--- config.mk ---
export PLATFORM = sky130hd
export DESIGN_NAME = instr_word_encoder_flat
export DESIGN_NICKNAME = d
export VERILOG_FILES = /design/src/rtl/instr_word_encoder_if.sv /design/src/rtl/instr_word_encoder.sv /design/src/flat_wrapper.sv
export SDC_FILE = /design/constraint.sdc
export NUM_CORES = 1
export LEC_CHECK = 0
export CAP_MARGIN = 40
export CORE_ASPECT_RATIO = 0.9
export CORE_UTILIZATION = 44
export CTS_BUF_LIST = sky130_fd_sc_hd__clkbuf_2 sky130_fd_sc_hd__clkbuf_4 sky130_fd_sc_hd__clkbuf_8
export DETAILED_ROUTE_END_ITERATION = 8
export PLACE_DENSITY = 0.92
export SYNTH_ARGS = -nofsm -noshare
export SYNTH_HDL_FRONTEND = slang
export SYNTH_SLANG_ARGS = --single-unit
export TNS_END_PERCENT = 50
--- constraint.sdc ---
create_clock -name clk -period 1.8 [get_ports clk]
set_clock_uncertainty 0.05 [all_clocks]
set_input_delay 0.27 -clock clk [delete_from_list [all_inputs] [get_ports clk]]
set_output_delay 0.27 -clock clk [all_outputs]
set_load 0.005 [all_outputs]
--- src/rtl/instr_word_encoder_if.sv ---
// Request/write-port bundle for the instruction word encoder: symbolic request
// in, encoded memory write and fill status out.
interface instr_word_encoder_if #(
    parameter int ADDR_W = 8
);
    logic              clear;
    logic              in_valid;
    logic              in_ready;
    logic [3:0]        in_op;
    logic [4:0]        in_rs;
    logic [4:0]        in_rt;
    logic [4:0]        in_rd;
    logic [15:0]       in_imm;
    logic [25:0]       in_target;
    logic              mem_we;
    logic [ADDR_W-1:0] mem_addr;
    logic [31:0]       mem_wdata;
    logic [ADDR_W:0]   count;
    logic              full;
    logic              err;

    modport master (
        output clear, in_valid, in_op, in_rs, in_rt, in_rd, in_imm, in_target,
        input  in_ready, mem_we, mem_addr, mem_wdata, count, full, err
    );

    modport slave (
        input  clear, in_valid, in_op, in_rs, in_rt, in_rd, in_imm, in_target,
        output in_ready, mem_we, mem_addr, mem_wdata, count, full, err
    );
endinterface

--- src/rtl/instr_word_encoder.sv ---
// Packs symbolic MIPS requests into 32-bit words and writes them to consecutive
// instruction-memory addresses; one word per two cycles, in_ready low while writing or full.
module instr_word_encoder #(
    parameter int ADDR_W    = 8,
    parameter int BASE_ADDR = 0
) (
    input  logic                 clk,
    input  logic                 rst,
    instr_word_encoder_if.slave  bus
);
    typedef enum logic [1:0] {
        IDLE  = 2'd0,
        WRITE = 2'd1,
        FULL  = 2'd2
    } state_t;

    localparam logic [ADDR_W:0]   DEPTH = {1'b1, {ADDR_W{1'b0}}};
    localparam logic [ADDR_W-1:0] BASE  = BASE_ADDR[ADDR_W-1:0];

    state_t            state;
    logic [ADDR_W-1:0] ptr;
    logic [ADDR_W:0]   cnt;
    logic [31:0]       word_q;
    logic              full_q;
    logic              err_q;

    logic              enc_legal;
    logic [31:0]       enc_word;

    // Opcode/funct map shared with the core's main decoder.
    always_comb begin
        enc_legal = 1'b1;
        enc_word  = 32'd0;
        case (bus.in_op)
            4'd0:  enc_word = {6'b000000, bus.in_rs, bus.in_rt, bus.in_rd, 5'b00000, 6'b100000};
            4'd1:  enc_word = {6'b000000, bus.in_rs, bus.in_rt, bus.in_rd, 5'b00000, 6'b100010};
            4'd2:  enc_word = {6'b000000, bus.in_rs, bus.in_rt, bus.in_rd, 5'b00000, 6'b100100};
            4'd3:  enc_word = {6'b000000, bus.in_rs, bus.in_rt, bus.in_rd, 5'b00000, 6'b100101};
            4'd4:  enc_word = {6'b000000, bus.in_rs, bus.in_rt, bus.in_rd, 5'b00000, 6'b100110};
            4'd5:  enc_word = {6'b000000, bus.in_rs, bus.in_rt, bus.in_rd, 5'b00000, 6'b101010};
            4'd6:  enc_word = {6'b001000, bus.in_rs, bus.in_rt, bus.in_imm};
            4'd7:  enc_word = {6'b100011, bus.in_rs, bus.in_rt, bus.in_imm};
            4'd8:  enc_word = {6'b101011, bus.in_rs, bus.in_rt, bus.in_imm};
            4'd9:  enc_word = {6'b000100, bus.in_rs, bus.in_rt, bus.in_imm};
            4'd10: enc_word = {6'b000101, bus.in_rs, bus.in_rt, bus.in_imm};
            4'd11: enc_word = {6'b001111, 5'b00000, bus.in_rt, bus.in_imm};
            4'd12: enc_word = {6'b001101, bus.in_rs, bus.in_rt, bus.in_imm};
            4'd13: enc_word = {6'b000010, bus.in_target};
            4'd14: enc_word = {6'b000011, bus.in_target};
            default: enc_legal = 1'b0;
        endcase
    end

    always_ff @(posedge clk or posedge rst) begin
        if (rst) begin
            state  <= IDLE;
            ptr    <= BASE;
            cnt    <= '0;
            word_q <= 32'd0;
            full_q <= 1'b0;
            err_q  <= 1'b0;
        end else begin
            err_q <= 1'b0;
            if (bus.clear) begin
                // Restart wins over any pending write or request.
                state  <= IDLE;
                ptr    <= BASE;
                cnt    <= '0;
                full_q <= 1'b0;
            end else begin
                case (state)
                    IDLE: begin
                        if (bus.in_valid) begin
                            if (enc_legal) begin
                                word_q <= enc_word;
                                state  <= WRITE;
                            end else begin
                                err_q <= 1'b1;
                            end
                        end
                    end
                    WRITE: begin
                        ptr <= ptr + 1'b1;
                        cnt <= cnt + 1'b1;
                        if (cnt + 1'b1 == DEPTH) begin
                            state  <= FULL;
                            full_q <= 1'b1;
                        end else begin
                            state <= IDLE;
                        end
                    end
                    FULL:    state <= FULL;
                    default: state <= IDLE;
                endcase
            end
        end
    end

    // clear gates the handshake and the write strobe within the same cycle.
    assign bus.in_ready  = (state == IDLE) && !bus.clear;
    assign bus.mem_we    = (state == WRITE) && !bus.clear;
    assign bus.mem_addr  = ptr;
    assign bus.mem_wdata = word_q;
    assign bus.count     = cnt;
    assign bus.full      = full_q;
    assign bus.err       = err_q;
endmodule

--- src/flat_wrapper.sv ---
// flat-port wrapper written by rule: the top's interface ports become plain ports
module instr_word_encoder_flat 
#(
    parameter int ADDR_W    = 8,
    parameter int BASE_ADDR = 0
)
  (clk, rst, bus_clear, bus_in_valid, bus_in_op, bus_in_rs, bus_in_rt, bus_in_rd, bus_in_imm, bus_in_target, bus_in_ready, bus_mem_we, bus_mem_addr, bus_mem_wdata, bus_count, bus_full, bus_err);
  instr_word_encoder_if #(.ADDR_W(ADDR_W)) bus_i ();
  input  logic clk;
  input  logic rst;
  input wire logic [$bits(bus_i.clear)-1:0] bus_clear;
  input wire logic [$bits(bus_i.in_valid)-1:0] bus_in_valid;
  input wire logic [$bits(bus_i.in_op)-1:0] bus_in_op;
  input wire logic [$bits(bus_i.in_rs)-1:0] bus_in_rs;
  input wire logic [$bits(bus_i.in_rt)-1:0] bus_in_rt;
  input wire logic [$bits(bus_i.in_rd)-1:0] bus_in_rd;
  input wire logic [$bits(bus_i.in_imm)-1:0] bus_in_imm;
  input wire logic [$bits(bus_i.in_target)-1:0] bus_in_target;
  output wire logic [$bits(bus_i.in_ready)-1:0] bus_in_ready;
  output wire logic [$bits(bus_i.mem_we)-1:0] bus_mem_we;
  output wire logic [$bits(bus_i.mem_addr)-1:0] bus_mem_addr;
  output wire logic [$bits(bus_i.mem_wdata)-1:0] bus_mem_wdata;
  output wire logic [$bits(bus_i.count)-1:0] bus_count;
  output wire logic [$bits(bus_i.full)-1:0] bus_full;
  output wire logic [$bits(bus_i.err)-1:0] bus_err;
  assign bus_i.clear = bus_clear;
  assign bus_i.in_valid = bus_in_valid;
  assign bus_i.in_op = bus_in_op;
  assign bus_i.in_rs = bus_in_rs;
  assign bus_i.in_rt = bus_in_rt;
  assign bus_i.in_rd = bus_in_rd;
  assign bus_i.in_imm = bus_in_imm;
  assign bus_i.in_target = bus_in_target;
  assign bus_in_ready = bus_i.in_ready;
  assign bus_mem_we = bus_i.mem_we;
  assign bus_mem_addr = bus_i.mem_addr;
  assign bus_mem_wdata = bus_i.mem_wdata;
  assign bus_count = bus_i.count;
  assign bus_full = bus_i.full;
  assign bus_err = bus_i.err;
  instr_word_encoder #(.ADDR_W(ADDR_W), .BASE_ADDR(BASE_ADDR)) u_core (.clk(clk), .rst(rst), .bus(bus_i));
endmodule
# Yosys cells after proc, flatten, opt, wreduce, memory -nomap -nowiden
# Cells that the tools add are included.
# W data, S select, Z words.
totals:
  reg_bits: 53
  in_bits: 65
  output_inout_bits: 53
  elab_cells: 57
classes:
  n_addsub: 2
  eq_ne: 19
  mux: 18
  bitwise_logic: 1
  n_reduce_logical: 11
ops:
  columns: ["operator", "n"]
  rows:
  - ["$pmux W32 S15", 1]
  - ["$eq A4 B4 Y1 const B", 7]
  - ["$mux W9", 2]
  - ["$eq A4 B3 Y1 const B", 4]
  - ["$mux W8", 2]
  - ["$reduce_or A15 Y1", 1]
  - ["$add A9 B1 Y9 const B", 1]
  - ["$eq A9 B9 Y1 const B", 1]
  - ["$add A8 B1 Y8 const B", 1]
  - ["$eq A4 B2 Y1 const B", 2]
  - ["$mux W1", 8]
  - ["$mux W2", 4]
  - ["$pmux W2 S3", 1]
  - ["$eq A4 B1 Y1 const B", 1]
  - ["$logic_not A4 Y1", 1]
  - ["$reduce_and A2 Y1", 2]
  - ["$reduce_and A4 Y1", 1]
  - ["$reduce_bool A2 Y1", 2]
  - ["$ne A3 B2 Y1 const B", 1]
  - ["$ne A3 B3 Y1 const B", 1]
  - ["$eq A2 B1 Y1 const B", 1]
  - ["$eq A2 B2 Y1 const B", 1]
  - ["$logic_and A1 B1 Y1", 2]
  - ["$logic_not A2 Y1", 1]
  - ["other kinds (2)", 2]

# Depth between registers and ports, before layout
# Gate-level depths: netlist (run 1).
logic_depth:
  word_depth: 7
  mapped_depth: 7
  ltp_nobuf: 5

# Worst setup path before layout (run 1)
# Ideal clock, no wire load.
synth_path:
  path_type: "reg2reg"
  startpoint: "register u_core.state[1]"
  endpoint: "register u_core.cnt[8], in the netlist u_core.bus.count[8]"
  arrival_ps: 1393
  slack_ps: 225
  stages_incl_launch_ff: 6
  path_buffers: 1
  period_less_slack_ps: 1575
  path_cell_list: "dfrtp_1 > nand2b_1 > buf_2 > or4_4 > xor2_1 > nor2_1"
synth_via:
  elab_chain_len: 2
synth_lines:
  columns: ["element", "line", "source"]
  rows:
  - ["start, declared", "instr_word_encoder.sv:20", "state_t state;"]
  - ["start signal, assigned", "instr_word_encoder.sv:56", "state <= IDLE;"]
  - ["start signal, assigned", "instr_word_encoder.sv:66", "state <= IDLE;"]
  - ["start signal, assigned", "instr_word_encoder.sv:76", "state <= WRITE;"]
  - ["$eq A2 B1 Y1", "instr_word_encoder.sv:71", "case (state)"]
  - ["$reduce_bool A2 Y1 (no line)", null, null]
  - ["end signal, assigned", "instr_word_encoder.sv:84", "cnt <= cnt + 1'b1;"]
  - ["end, declared", "instr_word_encoder.sv:22", "logic [ADDR_W:0] cnt;"]
# Every way passes these cells.
# A chain may end at the register's enable or synchronous reset.

# Worst setup path after layout (run 1)
layout_path:
  startpoint: "register u_core.state[0]"
  endpoint: "register u_core.word_q[17], in the netlist u_core.bus.mem_wdata[17]"
layout_via:
  elab_chain_len: 2
layout_lines:
  columns: ["element", "line", "source"]
  rows:
  - ["$logic_not A2 Y1", "instr_word_encoder.sv:71", null]
  - ["$reduce_and A4 Y1 (no line)", null, null]
  - ["end signal, assigned", "instr_word_encoder.sv:75", "word_q <= enc_word;"]
  - ["end, declared", "instr_word_encoder.sv:23", "logic [31:0] word_q;"]
# Every way passes these cells.

==> results of run 1 <==
## final timing paths
path	start	end	slack [ps]	cells after the start
setup / recovery	u_core.state[0]$_DFFE_PP0P_	u_core.bus.mem_wdata[17]$_DFFE_PP0P_	110	6
hold / removal	rst	u_core.bus.mem_addr[4]$_DFFE_PP0P_	260	3
hold reg to reg	u_core.bus.mem_wdata[27]$_DFFE_PP0P_	u_core.bus.mem_wdata[27]$_DFFE_PP0P_	440	2
min in group clk	u_core.bus.mem_wdata[27]$_DFFE_PP0P_	u_core.bus.mem_wdata[27]$_DFFE_PP0P_	440	2
max in group asynchronous	rst	u_core.state[1]$_DFFE_PP0P_	1180	3
setup reg to reg	u_core.state[0]$_DFFE_PP0P_	u_core.bus.mem_wdata[17]$_DFFE_PP0P_	110	6
## synthesized netlist by cell type (all sizes together), types with 5 or more instances
master  instances
xor2           12
nand2b          8
a211oi          5
o22ai           5
clkbuf          5
dfrtp          52
a21oi          14
nand3           5
a221oi         19
xnor2           6
nand4          10
inv            11
o21ai          19
nand2          32
a31oi           5
nor2           53
buf            20
## power groups by stage
stage               combinational (mW)  sequential, mW  clock, mW
finish                           0.914            1.39      0.826
global route                     0.993            1.41      0.899
CTS                              0.910            1.39      0.854
detailed placement               0.903            1.41          0
global placement                 0.873            1.41          0
floorplan                        0.317            1.42          0
## what timing repair did
item                                    4_1_cts  5_1_grt
resized for setup                             8        4
endpoints found under the setup margin        2       24
buffers inserted                              4        2
hold buffers                                  0        0
## worst min-delay path, delay by kind of cell
family	cells	cell delay, ps
buffers and inverters	3	750
## cell families (layout without fill, tap and decap cells)
logic type      count (synthesis)  in the layout  synth area share (%)
xor+xnor                       18             18                  5.53
buf+inv                        36            176                  5.66
simple gates                  133            133                  22.7
mux                             1              1                 0.395
fa+ha+maj                       4              4                  1.58
other cells                     1              1                 0.131
compound gates                 77             77                  18.4
flops                          52             52                  45.6
## state kept, by name, indices dropped and copies added (netlist names)
register,count
u_core.bus.mem_wdata,31
u_core.bus.count,9
u_core.bus.mem_addr,8
u_core.state,2
u_core.bus.err,1
u_core.bus.full,1
## metal layers
metal	GRT usage (%)	share of wire (%)
met4	8.33	1.4
met3	7.26	7.4
met5	0	0
met1	27.6	38
met2	45.5	53
## area by class of cell
class	instances	area (um2)	area share, %
Timing Repair Buffer	157	1500	33.5
Multi-Input combinational cell	234	1410	31.5
Sequential cell	52	1300	29.1
Tap cell	87	109	2.43
Clock buffer	6	76.3	1.70
Inverter	11	43.8	0.976
Clock inverter	2	38.8	0.865
## per-stage QoR
stage	hold WS, ps	std cells
final	265	549
after global routing	281	549
after CTS	270	547
after detailed placement	429	535
after global placement	420	535
after floorplan	388	322
## cells in the final DEF (no fill, tap or decap), types with 2 or more instances in the layout
master,count
and4b_1,2
a211oi_1,5
nand2b_1,7
xor2_1,12
nand3_1,5
o21ai_1,6
a221oi_1,18
a21oi_1,14
xnor2_1,6
maj3_1,2
o22ai_1,5
and3_1,2
nand2_1,32
buf_4,38
clkbuf_8,5
o21ai_0,12
nor3b_1,2
inv_1,9
a32o_1,2
buf_12,3
dlygate4sd2_1,3
nor4_1,2
ha_1,2
and2_1,3
clkdlybuf4s50_1,113
dfrtp_1,50
nor2b_1,2
nor3_1,3
nor2_1,53
dfrtp_2,2
a31oi_1,5
nand4_1,10
nand3b_1,2
==> run summary, run 1 <==
net switching power figure - 0.835 mW
number of diodes - 0
required time of the critical path - 1940 ps
final clock period utilization by the worst path - 94.0%
Net count, final - 528
arrival time of data at the critical path endpoint - 1830 ps
Clock Sinks - 52
switching portion of total power - 26.7%
Final Worst Setup Slack - 109 ps
syn_area_per_cell - 8.86 um2
clock slew at the register clock pins of the worst setup and hold paths - 100 ps
global route overflow - 0
leakage power figure - 1.87 nW
instance count of the mapped netlist - 322
fraction of registers with async set or reset after synthesis - 100%
initial standard-cell utilization of the core - 46.1%
floorplan die area - 6810 um2
Post-Layout Inst Area - 4490 um2
Critical Path Max Stage Delay - 430 ps
total setup violations reported at the end of the flow - 0
sequential group share of total power - 44.4%
largest net degree at the start of global routing - 53
top cells by area in the synthesized netlist - dfrtp_1, nor2_1, a221oi_1
TritonCTS clock tree - yes
result of the run - complete, no violations
maximum fanout along the worst path - 22
post-synthesis cell area - 2850 um2
chain of cells forming the critical path - buf_4, nor4b_4, o21ai_2, buf_12, a221oi_1, nor2_1
Core Area - 6180 um2
power per unit of standard cell area - 698 nW/um2
Synth Net Count - 389
Final GP Congestion - 0.854
total routed wirelength - 8.25 mm
part of the total power dissipated in the clock network - 26.4%
internal power component - 2.30 mW
Max Slew Vio Count - 0
Hold Vio Cnt, Final - 0
number of filler cells placed in the layout - 474
CP Class - flop to flop
Std-Cell Rows - 27
Post-synth EDFFs - 0
fin util - 72.6%
area after detailed placement - 4300 um2
power after layout - 3.13 mW
Hold Path Class - input port to asynchronous set/reset pin
flip-flop and latch count after synthesis - 52
global-route wire length before repair - 13.4 mm
setup total negative slack - 0 ps
number of synthesis warnings - 0
kind of capture point of the worst setup path - flop
HPWL after DPL - 6.20 mm
vias per std cell - 5.40
area share of the leading cell type in the synthesized netlist - 45.6%
area grow syn2layout - 57.2%
antenna-violating nets left - 0
via total after detailed routing - 2965
part of the total power dissipated in combinational logic - 29.2%
clock insertion delay at the later pin of the skew report - 300 ps
fraction of layout cells with a size suffix above 1 - 13.2%
First-pass DRT Iterations - 5
post-synth top area cell - dfrtp_1
pre-CTS worst setup slack - -217 ps
Distinct cells, synth - 48
horizontal extent of the die - 86.9 um
unrepaired setup endpoints after global routing - false
primary flip-flop cell chosen by synthesis mapping - dfrtp_1
number of top-level pins - 118
drt first-iter violations - 181
number of H-tree levels - 2
post-layout minimum cycle time - 1690 ps
total clock buffers created by CTS - 5
Setup crit start kind - flop
chip height - 78.4 um
total global-route track usage - 25.0%
DRC viols - 0
buffers and inverters on the worst path - 2
Routed WL per cell - 15.0 um
Clock Path Buffers - 2
highest attainable clock frequency - 0.591 GHz
CTS Root Buffer Type - clkbuf_8
CP max stage cell - dfrtp_2
number of buffers added on ports - 116
via count of the first global-routing pass - 3002
cell type group with the largest total delay on the critical path - flip-flops
antenna violations before repair - 0
Max IR drop VDD - 0.509 mV
part of the Yosys area used for sequential elements - 45.6%
maximum capacitance violations - 0
(Power assumes the default switching activity.)
==> run 2, diff against run 1 <==
--- a/config.mk
+++ b/config.mk
@@ -10,7 +10,7 @@
 export CORE_UTILIZATION = 44
 export CTS_BUF_LIST = sky130_fd_sc_hd__clkbuf_2 sky130_fd_sc_hd__clkbuf_4 sky130_fd_sc_hd__clkbuf_8
 export DETAILED_ROUTE_END_ITERATION = 8
-export PLACE_DENSITY = 0.92
+export PLACE_DENSITY = 0.82
 export SYNTH_ARGS = -nofsm -noshare
 export SYNTH_HDL_FRONTEND = slang
 export SYNTH_SLANG_ARGS = --single-unit
==> run 2 against run 1 <==
Effect of this change:
- fmax decreased by 2.2%
- die area unchanged
- sequential power about the same
- critical path depth unchanged
- critical endpoint is now u_core.bus.mem_wdata[21]$_DFFE_PP0P_
- highest routed layer unchanged
- core utilization decreased by 0.18 points
- largest power group unchanged
- largest cell class unchanged
- clock-buffer cell count decreased by 1
- routed wire length decreased by 4.0%
==> run summary, run 2 (same netlist as run 1, synthesis figures left out) <==
result of the run - complete, no violations
via total after detailed routing - 2935
post-layout minimum cycle time - 1730 ps
total clock buffers created by CTS - 5
CTS Root Buffer Type - clkbuf_8
Core Area - 6180 um2
CP Class - flop to flop
largest net degree at the start of global routing - 31
Clock Sinks - 52
area grow syn2layout - 56.8%
required time of the critical path - 1940 ps
leakage power figure - 1.86 nW
Routed WL per cell - 14.4 um
floorplan die area - 6810 um2
power per unit of standard cell area - 698 nW/um2
number of filler cells placed in the layout - 475
Std-Cell Rows - 27
vias per std cell - 5.32
Max IR drop VDD - 0.531 mV
via count of the first global-routing pass - 2871
area after detailed placement - 4340 um2
horizontal extent of the die - 86.9 um
number of top-level pins - 118
number of diodes - 0
drt first-iter violations - 145
Crit Reg-Reg Startpoint - u_core.state[1]$_DFFE_PP0P_
fraction of layout cells with a size suffix above 1 - 13.1%
end of the worst register-to-register path - u_core.bus.mem_wdata[21]$_DFFE_PP0P_
total global-route track usage - 24.7%
flip-flop count of the largest register, all copies and words added - 31
worst hold slack after final layout - 267 ps
TritonCTS clock tree - yes
Final GP Congestion - 0.856
total routed wirelength - 7.92 mm
Hold Path Class - input port to asynchronous set/reset pin
final clock period utilization by the worst path - 96.1%
unrepaired setup endpoints after global routing - true
Max Slew Vio Count - 0
Post-Layout Inst Area - 4470 um2
First-pass DRT Iterations - 5
Setup crit start kind - flop
count of cells along the worst register-to-register path - 6
commonest cells after routing, fill and taps aside - clkdlybuf4s50_1, nor2_1, dfrtp_1
total setup violations reported at the end of the flow - 0
maximum capacitance violations - 0
HPWL after DPL - 6.14 mm
number of buffers added on ports - 116
kind of capture point of the worst setup path - flop
Net count, final - 531
chip height - 78.4 um
clock insertion delay at the later pin of the skew report - 300 ps
antenna-violating nets left - 0
highest attainable clock frequency - 0.578 GHz
Hold Vio Cnt, Final - 0
DRC viols - 0
number of H-tree levels - 2
initial standard-cell utilization of the core - 46.1%
global route overflow - 0
global-route wire length before repair - 13.2 mm
arrival time of data at the critical path endpoint - 1870 ps
maximum fanout along the worst path - 9
clock slew at the register clock pins of the worst setup and hold paths - 100 ps
leading cell type in the layout, fill and taps excluded - clkdlybuf4s50_1
Clock Path Buffers - 2
antenna violations before repair - 0
CTS hold repair buffers - 0
worst setup slack for register-to-register paths - 70 ps
run 2: cell count changes in the layout (fill, tap and decap cells not counted), sizes merged:
cell and delta:
buf +3, clkbuf -1, clkdlybuf4s50 +1, clkinvlp +1, dlygate4sd2 -1
run 2: per-layer routing:
metal	up-vias	global-route usage, %	wire (um)	share of wire, %
li1	1427	-	-	-
met1	1393	29.6	3120	39
met2	107	41.9	4070	51
met3	8	8.94	678	8.6
met4	0	6.00	53	0.67
met5	-	0	0	0
run 2: final cells by class:
class / instances / area [um2] / area share (%)
tap: 87 / 109 / 2.43
sequential: 52 / 1300 / 29.1
timing repair buffer: 160 / 1500 / 33.6
clock inverter: 3 / 46.3 / 1.03
inverter: 11 / 43.8 / 0.979
clock buffer: 5 / 68.8 / 1.54
multi-input combinational: 234 / 1400 / 31.3
run 2: critical path, cell delays in order (launching register included):
cell	delay (ps)
dfrtp_1	410
buf_4	150
nor4b_4	270
o21ai_2	180
buf_4	210
a221oi_1	260
nor2_1	80
run 2: metrics by stage:
stage | worst slack [ps] | TNS (ps) | std cells | utilization, % | power [mW]
after detailed placement | -246 | -4410 | 543 | 70.2 | 2.32
after global routing | -38.2 | -50.3 | 552 | 72.4 | 3.30
after floorplan | 222 | 0 | 322 | - | 1.73
after CTS | 80.3 | 0 | 552 | 72.1 | 3.14
after global placement | -161 | -3400 | 543 | 70.2 | 2.30
final | 71.0 | 0 | 552 | 72.4 | 3.12
run 2: worst max path at each step:
stage / startpoint / end / slack (ps) / depth (start not counted)
after global routing: u_core.state[0]$_DFFE_PP0P_ / u_core.bus.mem_wdata[9]$_DFFE_PP0P_ / -40 / 5
after detailed placement: bus_in_op[1] / u_core.bus.mem_wdata[21]$_DFFE_PP0P_ / -250 / 7
final: u_core.state[1]$_DFFE_PP0P_ / u_core.bus.mem_wdata[21]$_DFFE_PP0P_ / 70 / 6
after CTS: bus_in_op[1] / u_core.bus.mem_wdata[21]$_DFFE_PP0P_ / 80 / 7
after global placement: bus_in_op[0] / u_core.bus.mem_wdata[14]$_DFFE_PP0P_ / -160 / 7
after floorplan: rst / u_core.bus.count[0]$_DFFE_PP0P_ / 220 / 1
run 2: timing repair:
action	in CTS	in global routing
gates cloned	0	0
resized for setup	3	4
setup endpoints to repair	2	6
setup buffers	1	0
run 2: power by group:
part / total, mW / internal, mW / leakage, nW / switching (mW)
combinational: 0.904 / 0.553 / 1.15 / 0.351
clock: 0.820 / 0.419 / 0.0548 / 0.401
sequential: 1.40 / 1.31 / 0.657 / 0.0903
total: 3.12 / 2.28 / 1.86 / 0.842
==> run 3, diff against run 2 <==
--- a/config.mk
+++ b/config.mk
@@ -11,6 +11,7 @@
 export CTS_BUF_LIST = sky130_fd_sc_hd__clkbuf_2 sky130_fd_sc_hd__clkbuf_4 sky130_fd_sc_hd__clkbuf_8
 export DETAILED_ROUTE_END_ITERATION = 8
 export PLACE_DENSITY = 0.82
+export SETUP_SLACK_MARGIN = 0.3
 export SYNTH_ARGS = -nofsm -noshare
 export SYNTH_HDL_FRONTEND = slang
 export SYNTH_SLANG_ARGS = --single-unit
==> run 3 against run 2 <==
Effect of this change:
- non-clock buffer count rose by 36
- routed wire length rose by 21%
- clock power decreased by 11%
- worst setup slack improved by 9.1 ps
- combinational power grew 17%
- fmax grew 0.53%
- final area increased by 14%
- total power grew 2.5%
- critical path depth up 2
==> run summary, run 3 (same netlist as run 1, synthesis figures left out) <==
floorplan die area - 6810 um2
Reg area - 1310 um2
highest attainable clock frequency - 0.581 GHz
number of filler cells placed in the layout - 366
number of diodes - 0
leading cell type in the layout, fill and taps excluded - clkdlybuf4s50_1
Final Worst Setup Slack - 80.1 ps
cell total after placement - 543
Max Slew Vio Count - 0
via count of the first global-routing pass - 3051
maximum fanout along the worst path - 5
Max IR drop VDD - 0.478 mV
Post-Layout Inst Area - 5080 um2
arrival time of data at the critical path endpoint - 1870 ps
unrepaired setup endpoints after global routing - true
total global-route track usage - 27.0%
kind of capture point of the worst setup path - flop
maximum capacitance violations - 0
area after detailed placement - 4350 um2
power after layout - 3.20 mW
Crit Reg-Reg Startpoint - u_core.state[1]$_DFFE_PP0P_
Clock Sinks - 52
Clock Path Buffers - 2
commonest cells after routing, fill and taps aside - clkdlybuf4s50_1, buf_4, nor2_1
largest net degree at the start of global routing - 20
HPWL after DPL - 6.12 mm
via total after detailed routing - 3192
pre-CTS worst setup slack - -244 ps
flip-flop count of the largest register, all copies and words added - 31
CP Class - flop to flop
initial standard-cell utilization of the core - 46.1%
drt first-iter violations - 171
number of H-tree levels - 2
worst hold slack after final layout - 242 ps
required time of the critical path - 1950 ps
fin util - 82.2%
area taken by multi-input logic gates - 1640 um2
total setup violations reported at the end of the flow - 0
DRC viols - 0
Hold Vio Cnt, Final - 0
Routed WL per cell - 16.2 um
leakage power figure - 2.35 nW
power per unit of standard cell area - 629 nW/um2
CTS Root Buffer Type - clkbuf_8
clock insertion delay at the later pin of the skew report - 310 ps
global route overflow - 0
final clock period utilization by the worst path - 95.6%
setup total negative slack - 0 ps
post-layout minimum cycle time - 1720 ps
clock slew at the register clock pins of the worst setup and hold paths - 100 ps
fraction of layout cells with a size suffix above 1 - 29.4%
antenna-violating nets left - 0
total routed wirelength - 9.57 mm
Final GP Congestion - 0.828
Hold Path Class - input port to asynchronous set/reset pin
number of buffers added on ports - 116
antenna violations before repair - 0
Std-Cell Rows - 27
Setup crit start kind - flop
First-pass DRT Iterations - 4
area grow syn2layout - 78.2%
number of top-level pins - 118
horizontal extent of the die - 86.9 um
total clock buffers created by CTS - 5
Crit. Startpoint - u_core.state[1]$_DFFE_PP0P_
vias per std cell - 5.40
global-route wire length before repair - 14.4 mm
result of the run - complete, no violations
Net count, final - 570
TritonCTS clock tree - yes
chip height - 78.4 um
Core Area - 6180 um2
non-filler cells, final - 591
[run 3: area by class of cell]
cell class,count,share of cell area [%]
well taps,87,2.14
clock buffers,6,1.62
multi-input cells,235,32.3
repair buffers,196,36.7
repair inverters,2,0.246
flip-flops and latches,52,25.7
inverters,11,0.985
clock inverters,2,0.271
[run 3: worst paths after layout]
kind,endpoint,depth (start not counted),slack (ps)
setup / recovery,u_core.bus.mem_wdata[16]$_DFFE_PP0P_,8,80
hold / removal,u_core.bus.mem_wdata[21]$_DFFE_PP0P_,2,240
setup reg to reg,u_core.bus.mem_wdata[16]$_DFFE_PP0P_,8,80
hold reg to reg,u_core.bus.mem_wdata[2]$_DFFE_PP0P_,2,450
max in group asynchronous,u_core.bus.count[4]$_DFFE_PP0P_,3,870
min in group clk,u_core.bus.mem_wdata[2]$_DFFE_PP0P_,2,450
[run 3: where the power goes]
part	leakage [nW]	total [mW]	switching [mW]	internal [mW]
combinational	1.65	1.06	0.429	0.627
clock	0.0516	0.732	0.416	0.316
sequential	0.652	1.41	0.105	1.31
[run 3: layer usage]
metal	GRT usage, %	wire length [um]	vias up
met5	0	0	-
met4	7.33	160	0
met3	6.20	579	18
met2	47.8	5030	119
met1	32.7	3800	1550
li1	-	-	1505
[run 3: what timing repair did]
| action | in CTS | in global routing |
|---|---|---|
| pin swaps | 12 | 13 |
| hold buffers | 0 | 0 |
| endpoints found under the setup margin | 79 | 91 |
| buffers inserted | 17 | 17 |
| cloned | 5 | 1 |
| gates resized for setup | 67 | 42 |
| endpoints found under the hold margin | 0 | 0 |
[run 3: worst max-delay path: stages (launching register included)]
cell      delay, ps
dfrtp_2         430
buf_6           120
buf_6           110
nor4b_4         210
buf_6           170
o21ai_4         110
buf_6           160
a221oi_2        180
nor2_1           70
